### config.mk
export PLATFORM = sky130hd
export DESIGN_NAME = div_clk_select
export DESIGN_NICKNAME = d
export VERILOG_FILES = /design/src/rtl/div_clk_select_pkg.sv /design/src/rtl/div_clk_select.sv
export SDC_FILE = /design/constraint.sdc
export NUM_CORES = 1
export LEC_CHECK = 0
export ABC_AREA = 1
export CAP_MARGIN = 20
export CORE_ASPECT_RATIO = 0.75
export CORE_MARGIN = 2
export CORE_UTILIZATION = 45
export CTS_CLUSTER_SIZE = 16
export DETAILED_ROUTE_END_ITERATION = 7
export PLACE_DENSITY = 0.7
export SLEW_MARGIN = 10
export SYNTH_ARGS = -nofsm -noshare
export SYNTH_HDL_FRONTEND = slang
export SYNTH_SLANG_ARGS = --single-unit
### constraint.sdc
create_clock -name clk -period 1.81 [get_ports clk]
set_clock_uncertainty 0.05 [all_clocks]
set_input_delay 0.181 -clock clk [delete_from_list [all_inputs] [get_ports clk]]
set_output_delay 0.181 -clock clk [all_outputs]
set_load 0.02 [all_outputs]
### src/rtl/div_clk_select_pkg.sv
// rtl/div_clk_select_pkg.sv - selection/state types and source mux for div_clk_select
package div_clk_select_pkg;

  typedef enum logic [1:0] {
    SEL_DIV2 = 2'd0,
    SEL_DIV4 = 2'd1,
    SEL_DIV6 = 2'd2,
    SEL_OFF  = 2'd3
  } sel_e;

  typedef enum logic [1:0] {
    IDLE,
    DRAIN,
    GAP,
    ARM
  } state_e;

  function automatic logic src_mux(sel_e s, logic d2, logic d4, logic d6);
    logic r;
    case (s)
      SEL_DIV2: r = d2;
      SEL_DIV4: r = d4;
      SEL_DIV6: r = d6;
      default:  r = 1'b0;
    endcase
    return r;
  endfunction

endpackage

### src/rtl/div_clk_select.sv
// rtl/div_clk_select.sv - glitch-free selector of div2/div4/div6 onto clk_out
// Switches only at low points: drain the old high, force a gap, arm on the new source's low.
module div_clk_select
  import div_clk_select_pkg::*;
#(
  parameter logic [1:0] RESET_SEL = 2'd0,
  parameter int         MIN_GAP   = 1
) (
  input  logic       clk,
  input  logic       resetn,
  input  logic       div2,
  input  logic       div4,
  input  logic       div6,
  input  logic [1:0] sel,
  input  logic       sel_valid,
  output logic       sel_ready,
  output logic       sel_done,
  output logic [1:0] cur_sel,
  output logic       switching,
  output logic       clk_out,
  output logic       clk_out_rise
);

  localparam logic [3:0] GAP_LOAD = 4'(MIN_GAP - 1);

  state_e     state;
  sel_e       cur_q;
  sel_e       tgt_q;
  logic [3:0] gap_cnt;
  logic       src_cur;
  logic       src_tgt;
  logic       clk_nxt;
  logic       accept;

  assign src_cur = src_mux(cur_q, div2, div4, div6);
  assign src_tgt = src_mux(tgt_q, div2, div4, div6);
  assign accept  = sel_valid & sel_ready;
  assign cur_sel = cur_q;

  // DRAIN keeps following the old source so its high phase is never cut short
  assign clk_nxt = ((state == IDLE) || (state == DRAIN)) ? src_cur : 1'b0;

  always_ff @(posedge clk or negedge resetn) begin
    if (!resetn) begin
      state        <= IDLE;
      cur_q        <= sel_e'(RESET_SEL);
      tgt_q        <= sel_e'(RESET_SEL);
      gap_cnt      <= 4'd0;
      clk_out      <= 1'b0;
      clk_out_rise <= 1'b0;
      sel_done     <= 1'b0;
      sel_ready    <= 1'b1;
      switching    <= 1'b0;
    end else begin
      clk_out      <= clk_nxt;
      clk_out_rise <= clk_nxt & ~clk_out;
      sel_done     <= 1'b0;
      case (state)
        IDLE: begin
          if (accept) begin
            if (sel_e'(sel) == cur_q) begin
              sel_done <= 1'b1;
            end else begin
              tgt_q     <= sel_e'(sel);
              state     <= DRAIN;
              sel_ready <= 1'b0;
              switching <= 1'b1;
            end
          end
        end
        DRAIN: begin
          if (!src_cur) begin
            gap_cnt <= GAP_LOAD;
            state   <= GAP;
          end
        end
        GAP: begin
          if (gap_cnt == 4'd0) state <= ARM;
          else                 gap_cnt <= gap_cnt - 4'd1;
        end
        ARM: begin
          // handing over while the new source is low makes its first high a full one
          if (!src_tgt) begin
            cur_q     <= tgt_q;
            sel_done  <= 1'b1;
            state     <= IDLE;
            sel_ready <= 1'b1;
            switching <= 1'b0;
          end
        end
        default: state <= IDLE;
      endcase
    end
  end

endmodule

==> results of run 1 <==
==> sequential cells by signal, summed over array words and instances, names as in the netlist <==
name          cells
clk_out_rise      1
tgt_q             2
sel_done          1
cur_sel           2
sel_ready         1
gap_cnt           4
state             2
clk_out           1
switching         1
==> synth_stat cells <==
library cell	count	area, sq um
nand2_1	37	139
inv_1	20	75.1
dfrtp_1	14	350
nand3_1	13	65.1
nor2_1	8	30.0
o21ai_0	7	35.0
ha_1	6	75.1
nand2_2	2	12.5
nand3_2	2	20.0
nor2_2	2	12.5
o21ai_1	2	10.0
dfstp_2	1	26.3
inv_2	1	3.75
nand4_1	1	6.26
or2_2	1	6.26
xor2_1	1	8.76
==> per-layer routing <==
metal | part of all wire | routed length (microns) | GRT usage | up-vias
li1 | - | - | - | 404
met4 | 0.010 | 19 | 0.0293 | 0
met1 | 0.50 | 924 | 0.261 | 349
met5 | 0 | 0 | 0 | -
met2 | 0.43 | 802 | 0.260 | 22
met3 | 0.058 | 107 | 0.0750 | 2
==> logic make-up after synthesis <==
logic type	Yosys count	share of synthesized area
AND/OR/NAND/NOR	66	0.333
buffers and inverters	21	0.0900
flip-flops	15	0.430
AO/OA/AOI/OAI	9	0.0514
adder cells (fa/ha/maj)	6	0.0857
XOR/XNOR	1	0.0100
==> power groups by stage <==
stage | registers (mW) | logic [mW] | clock network, mW
after floorplan | 0.348 | 0.0104 | 0
after global placement | 0.345 | 0.0437 | 0
after detailed placement | 0.345 | 0.0448 | 0
after CTS | 0.338 | 0.0449 | 0.202
after global routing | 0.338 | 0.0494 | 0.216
final | 0.338 | 0.0446 | 0.198
==> worst paths after layout <==
check | from | end | slack (ns) | cells past startpoint
worst min-delay path | resetn | tgt_q[1] | 0.14 | 2
worst min register to register | clk_out | clk_out_rise | 0.39 | 1
min in group clk | clk_out | clk_out_rise | 0.39 | 1
max in group asynchronous | resetn | sel_ready | 1.33 | 2
worst max-delay path | sel_ready | sel_ready | 0.13 | 1
worst max register to register | state[0] | gap_cnt[0] | 0.35 | 7
==> final cells by class <==
class                   instances  area, sq um  share of cell area
inverters                      21         78.8              0.0731
multi-input cells              82          420               0.390
clock buffers                   3         22.5              0.0209
well taps                      22         27.5              0.0255
flip-flops and latches         15          377               0.349
repair buffers                 15          148               0.137
clock inverters                 1         5.00             0.00464
==> through the flow <==
step / worst slack [ns] / hold WS, ns / utilization / std cells / area [sq um]
6_report: 0.126 / 0.138 / 0.603 / 159 / 1080
5_1_grt: 0.0848 / 0.158 / 0.603 / 159 / 1080
4_1_cts: 0.120 / 0.145 / 0.603 / 159 / 1080
3_5_place_dp: 0.339 / 0.387 / 0.587 / 155 / 1050
3_3_place_gp: 0.376 / 0.361 / 0.587 / 155 / 1050
2_1_floorplan: 0.510 / -0.165 / - / 118 / 876
==> flow_summary_export.csv, run 1 <==
group,metric,value,unit
route,num_vias,777,
critical_path,critPathTopFamily,"buffers and inverters",
synth,syn_avg_cell_area,7.42,sq um
route,drcViolationCount,0,
route,viasPerCell,4.89,
synth,yosysUniqueCellTypes,16,
pwr,pwr-share-comb,0.077,
global_route,grt.total_usage,0.182,
global_route,grt_pass1_wl,3.02,mm
critical_path,cp-start-kind,"flop",
pwr,p_per_area,538,mW/mm^2
pwr,p_leak,0.554,nW
flow_run,drv_cap,0,
placement,hpwl,1.48,mm
route,drt_first_pass_iters,4,
route,routedWlPerCell,11.7,microns
floorplanning,fp.dieH,42.2,microns
synth,netlist_area,876,sq um
pwr,internal-power,0.442,mW
pwr,p_seq_frac,0.583,
floorplanning,core_area,0.00179,sq mm
sta,min_period_over_period,0.930,
synth,yosysWarnings,0,
global_route,overflow,0,
synth,ys_ff_latch,15,
finish,area_growth,23.1,%
critical_path,critPathRequiredTime,1.58,ns
finish,antenna_cells,0,
critical_path,arrival,1.45,ns
clock_tree,path_clk_slew,0.10,ns
floorplanning,ios,15,
sta,setup_violations,0,
finish,final_cell_mix,"37 x nand2_1, 20 x inv_1, 14 x dfrtp_1, 14 x clkdlybuf4s50_1, 13 x nand3_1",
finish,fin_nets,152,
pwr,power,0.580,mW
critical_path,crit_path_top_delay_cell,"clkdlybuf4s50_1",
pwr,vdd_drop_max,478,uV
sta,setup_tns,0,ns
critical_path,worst-path-buf-inv,1,
route,drtIter0Drc,20,
clock_tree,ctsHoldBuffers,0,
clock_tree,cts_tree,"built",
floorplanning,start_util,0.490,
critical_path,crit_chain,"clkdlybuf4s50_1",
critical_path,path_max_fanout,3,
clock_tree,cts_resized,0,
pwr,swShare,0.238,
critical_path,endpoint_kind,"primary output",
synth,synth_cells,118,
clock_tree,cts_num_sinks,15,
global_route,grt_max_degree,16,
critical_path,critPathKind,"reg -> out",
global_route,grt_antenna_before_repair,0,
clock_tree,post_cts_buffers,0,
finish,final_common_cell,"nand2_1",
floorplanning,die_x,54.9,microns
pwr,clkPwrFrac,0.340,
finish,nFillCells,180,
floorplanning,num_rows,13,
synth,seq_area_frac_synth,0.430,
sta,finalHoldViolations,0,
critical_path,slowest_delay,0.60,ns
clock_tree,clockRootBuffer,"clkbuf_4",
placement,place.port_buffers,14,
floorplanning,dieArea,0.00232,sq mm
worst_hold_path,hp-class,"in -> async",
synth,synth_nets,132,
global_route,grt_pass1_vias,675,
clock_tree,cts_buffer_depth,2,
sta,worst_slew_pin_slew,0.252,ns
placement,gp_congestion,0.854,
outcome,outcome,"finished clean",
route,antenna_left,0,
pwr,power_switching,0.138,mW
sta,drv_slew,0,
sta,slew_headroom,0.830,
clock_tree,clock_latency,0.30,ns
sta,fmax,0.594,GHz
finish,drive_above_1_share,0.102,
clock_tree,htree_num_levels,1,
route,drt-total-wl,1.85,mm
sta,rsz0062_at_grt,"no",
clock_tree,cts_buffers,3,
sta,finalCriticalPeriod,1.68,ns
Power figures use the tool's default switching activity.
==> run 2, diff against run 1 <==
--- a/config.mk
+++ b/config.mk
@@ -13,7 +13,8 @@
 export CTS_CLUSTER_SIZE = 16
 export DETAILED_ROUTE_END_ITERATION = 7
 export PLACE_DENSITY = 0.7
-export SLEW_MARGIN = 10
+export SKIP_CTS_REPAIR_TIMING = 1
+export SLEW_MARGIN = 20
 export SYNTH_ARGS = -nofsm -noshare
 export SYNTH_HDL_FRONTEND = slang
 export SYNTH_SLANG_ARGS = --single-unit
==> results of run 2 <==
No change in the layout: final DEF, timing and power equal those of run 1.
==> run 3, diff against run 2 <==
--- a/config.mk
+++ b/config.mk
@@ -7,12 +7,11 @@
 export LEC_CHECK = 0
 export ABC_AREA = 1
 export CAP_MARGIN = 20
-export CORE_ASPECT_RATIO = 0.75
 export CORE_MARGIN = 2
-export CORE_UTILIZATION = 45
+export CORE_UTILIZATION = 51
 export CTS_CLUSTER_SIZE = 16
 export DETAILED_ROUTE_END_ITERATION = 7
-export PLACE_DENSITY = 0.7
+export PLACE_DENSITY = 0.77
 export SKIP_CTS_REPAIR_TIMING = 1
 export SLEW_MARGIN = 20
 export SYNTH_ARGS = -nofsm -noshare
==> run 3 against run 2 <==
Compared with the run above: via count decreased by 2.4%; combinational power about the same; die area decreased by 11%; highest routed layer unchanged.
==> flow_summary_export.csv, run 3 (synthesis gave the netlist of run 1 again) <==
group,metric,value,unit
floorplanning,core_area,0.00156,sq mm
sta,slew_headroom,0.727,
critical_path,cp-start-kind,"flop",
critical_path,r2r_end,"state[1]",
route,viasPerCell,4.95,
outcome,outcome,"finished clean",
global_route,grt_antenna_before_repair,0,
clock_tree,cts_buffers,3,
critical_path,r2r-start,"gap_cnt[0]",
finish,final_cell_mix,"37 x nand2_1, 20 x inv_1, 14 x dfrtp_1, 14 x clkdlybuf4s50_1, 13 x nand3_1",
pwr,p_per_area,546,mW/mm^2
floorplanning,die_x,45.4,microns
finish,regMostFlops,"gap_cnt",
pwr,pwr-share-comb,0.077,
route,drt-total-wl,1.73,mm
global_route,grt_pass1_vias,749,
critical_path,crit_path_start,"sel_ready",
pwr,clkPwrFrac,0.344,
pwr,p_leak,0.551,nW
worst_hold_path,hp-class,"in -> async",
route,num_vias,758,
finish,final_common_cell,"nand2_1",
finish,fin_nets,152,
sta,drv_slew,0,
pwr,vdd_drop_max,398,uV
critical_path,rrSetupSlack,0.34,ns
critical_path,worst-path-buf-inv,1,
finish,largest_register_ffs,4,
floorplanning,fp.dieH,45.4,microns
flow_run,drv_cap,0,
floorplanning,ios,15,
global_route,grt_max_degree,9,
sta,worst_slew_pin_slew,0.408,ns
route,drt_first_pass_iters,4,
finish,antenna_cells,0,
clock_tree,path_clk_slew,0.09,ns
critical_path,endpoint_kind,"primary output",
route,routedWlPerCell,11.3,microns
finish,drive_above_1_share,0.0949,
pwr,power,0.584,mW
sta,fmax,0.595,GHz
sta,hold_ws,0.125,ns
critical_path,reg2reg_depth,11,
placement,hpwl,1.38,mm
clock_tree,cts_num_sinks,15,
sta,finalCriticalPeriod,1.68,ns
critical_path,crit_chain,"clkdlybuf4s50_1",
pwr,p_seq_frac,0.579,
route,antenna_left,0,
critical_path,path_max_fanout,3,
sta,rsz0062_at_grt,"no",
route,drtIter0Drc,17,
sta,setup_violations,0,
global_route,grt_pass1_wl,3.05,mm
pwr,internal-power,0.446,mW
pwr,power_switching,0.138,mW
critical_path,arrival,1.45,ns
floorplanning,start_util,0.562,
clock_tree,htree_num_levels,1,
route,drcViolationCount,0,
placement,dp_cells,149,
pwr,swShare,0.236,
critical_path,critPathRequiredTime,1.58,ns
clock_tree,clockRootBuffer,"clkbuf_4",
finish,final_cells,153,
clock_tree,cts_tree,"built",
floorplanning,num_rows,14,
sta,min_period_over_period,0.929,
global_route,grt.total_usage,0.206,
placement,place.port_buffers,14,
critical_path,critPathKind,"reg -> out",
finish,area_growth,22.1,%
floorplanning,dieArea,0.00206,sq mm
critical_path,crit_path_top_delay_cell,"clkdlybuf4s50_1",
sta,setup_tns,0,ns
finish,finish.utilization,0.686,
clock_tree,clock_latency,0.29,ns
critical_path,slowest_delay,0.61,ns
critical_path,critPathTopFamily,"buffers and inverters",
global_route,overflow,0,
sta,finalHoldViolations,0,
placement,gp_congestion,0.829,
clock_tree,cts_buffer_depth,2,
## run 3: changes by cell type in the layout (fill, tap and decap cells not counted), sizes merged
| cell | previous run | this run |
|---|---|---|
| clkbuf | 3 | 4 |
| clkinv | 1 | 0 |
## run 3: worst max-delay path by stage
stage | to | slack [ns] | cells past startpoint
2_1_floorplan | state[0] | 0.51 | 11
3_3_place_gp | state[0] | 0.38 | 10
3_5_place_dp | state[1] | 0.33 | 10
4_1_cts | sel_ready | 0.12 | 1
5_1_grt | sel_ready | 0.09 | 1
6_report | sel_ready | 0.13 | 1
## run 3: through the flow
| stage | area [sq um] | setup WS (ns) |
|---|---|---|
| 2_1_floorplan | 876 | 0.510 |
| 3_3_place_gp | 1040 | 0.381 |
| 3_5_place_dp | 1040 | 0.333 |
| 4_1_cts | 1070 | 0.121 |
| 5_1_grt | 1070 | 0.0904 |
| 6_report | 1070 | 0.129 |
## run 3: area by class of cell
class                           count  area (sq um)
Timing Repair Buffer               15           148
Inverter                           21          78.8
Clock buffer                        4          26.3
Sequential cell                    15           377
Fill cell                         136           489
Multi-Input combinational cell     82           420
Tap cell                           16          20.0
## run 3: metal layers
layer	GRT usage	wire length, microns	up-vias
met3	0.0437	72	3
met2	0.324	738	17
met1	0.274	884	337
met4	0.0882	29	0
met5	0	0	-
li1	-	-	401
## run 3: power by group through the flow
| stage | logic (mW) | clock network (mW) | registers (mW) |
|---|---|---|---|
| after floorplan | 0.0104 | 0 | 0.348 |
| after global placement | 0.0437 | 0 | 0.345 |
| after detailed placement | 0.0446 | 0 | 0.345 |
| after CTS | 0.0451 | 0.202 | 0.338 |
| after global routing | 0.0493 | 0.212 | 0.338 |
| final | 0.0447 | 0.201 | 0.338 |
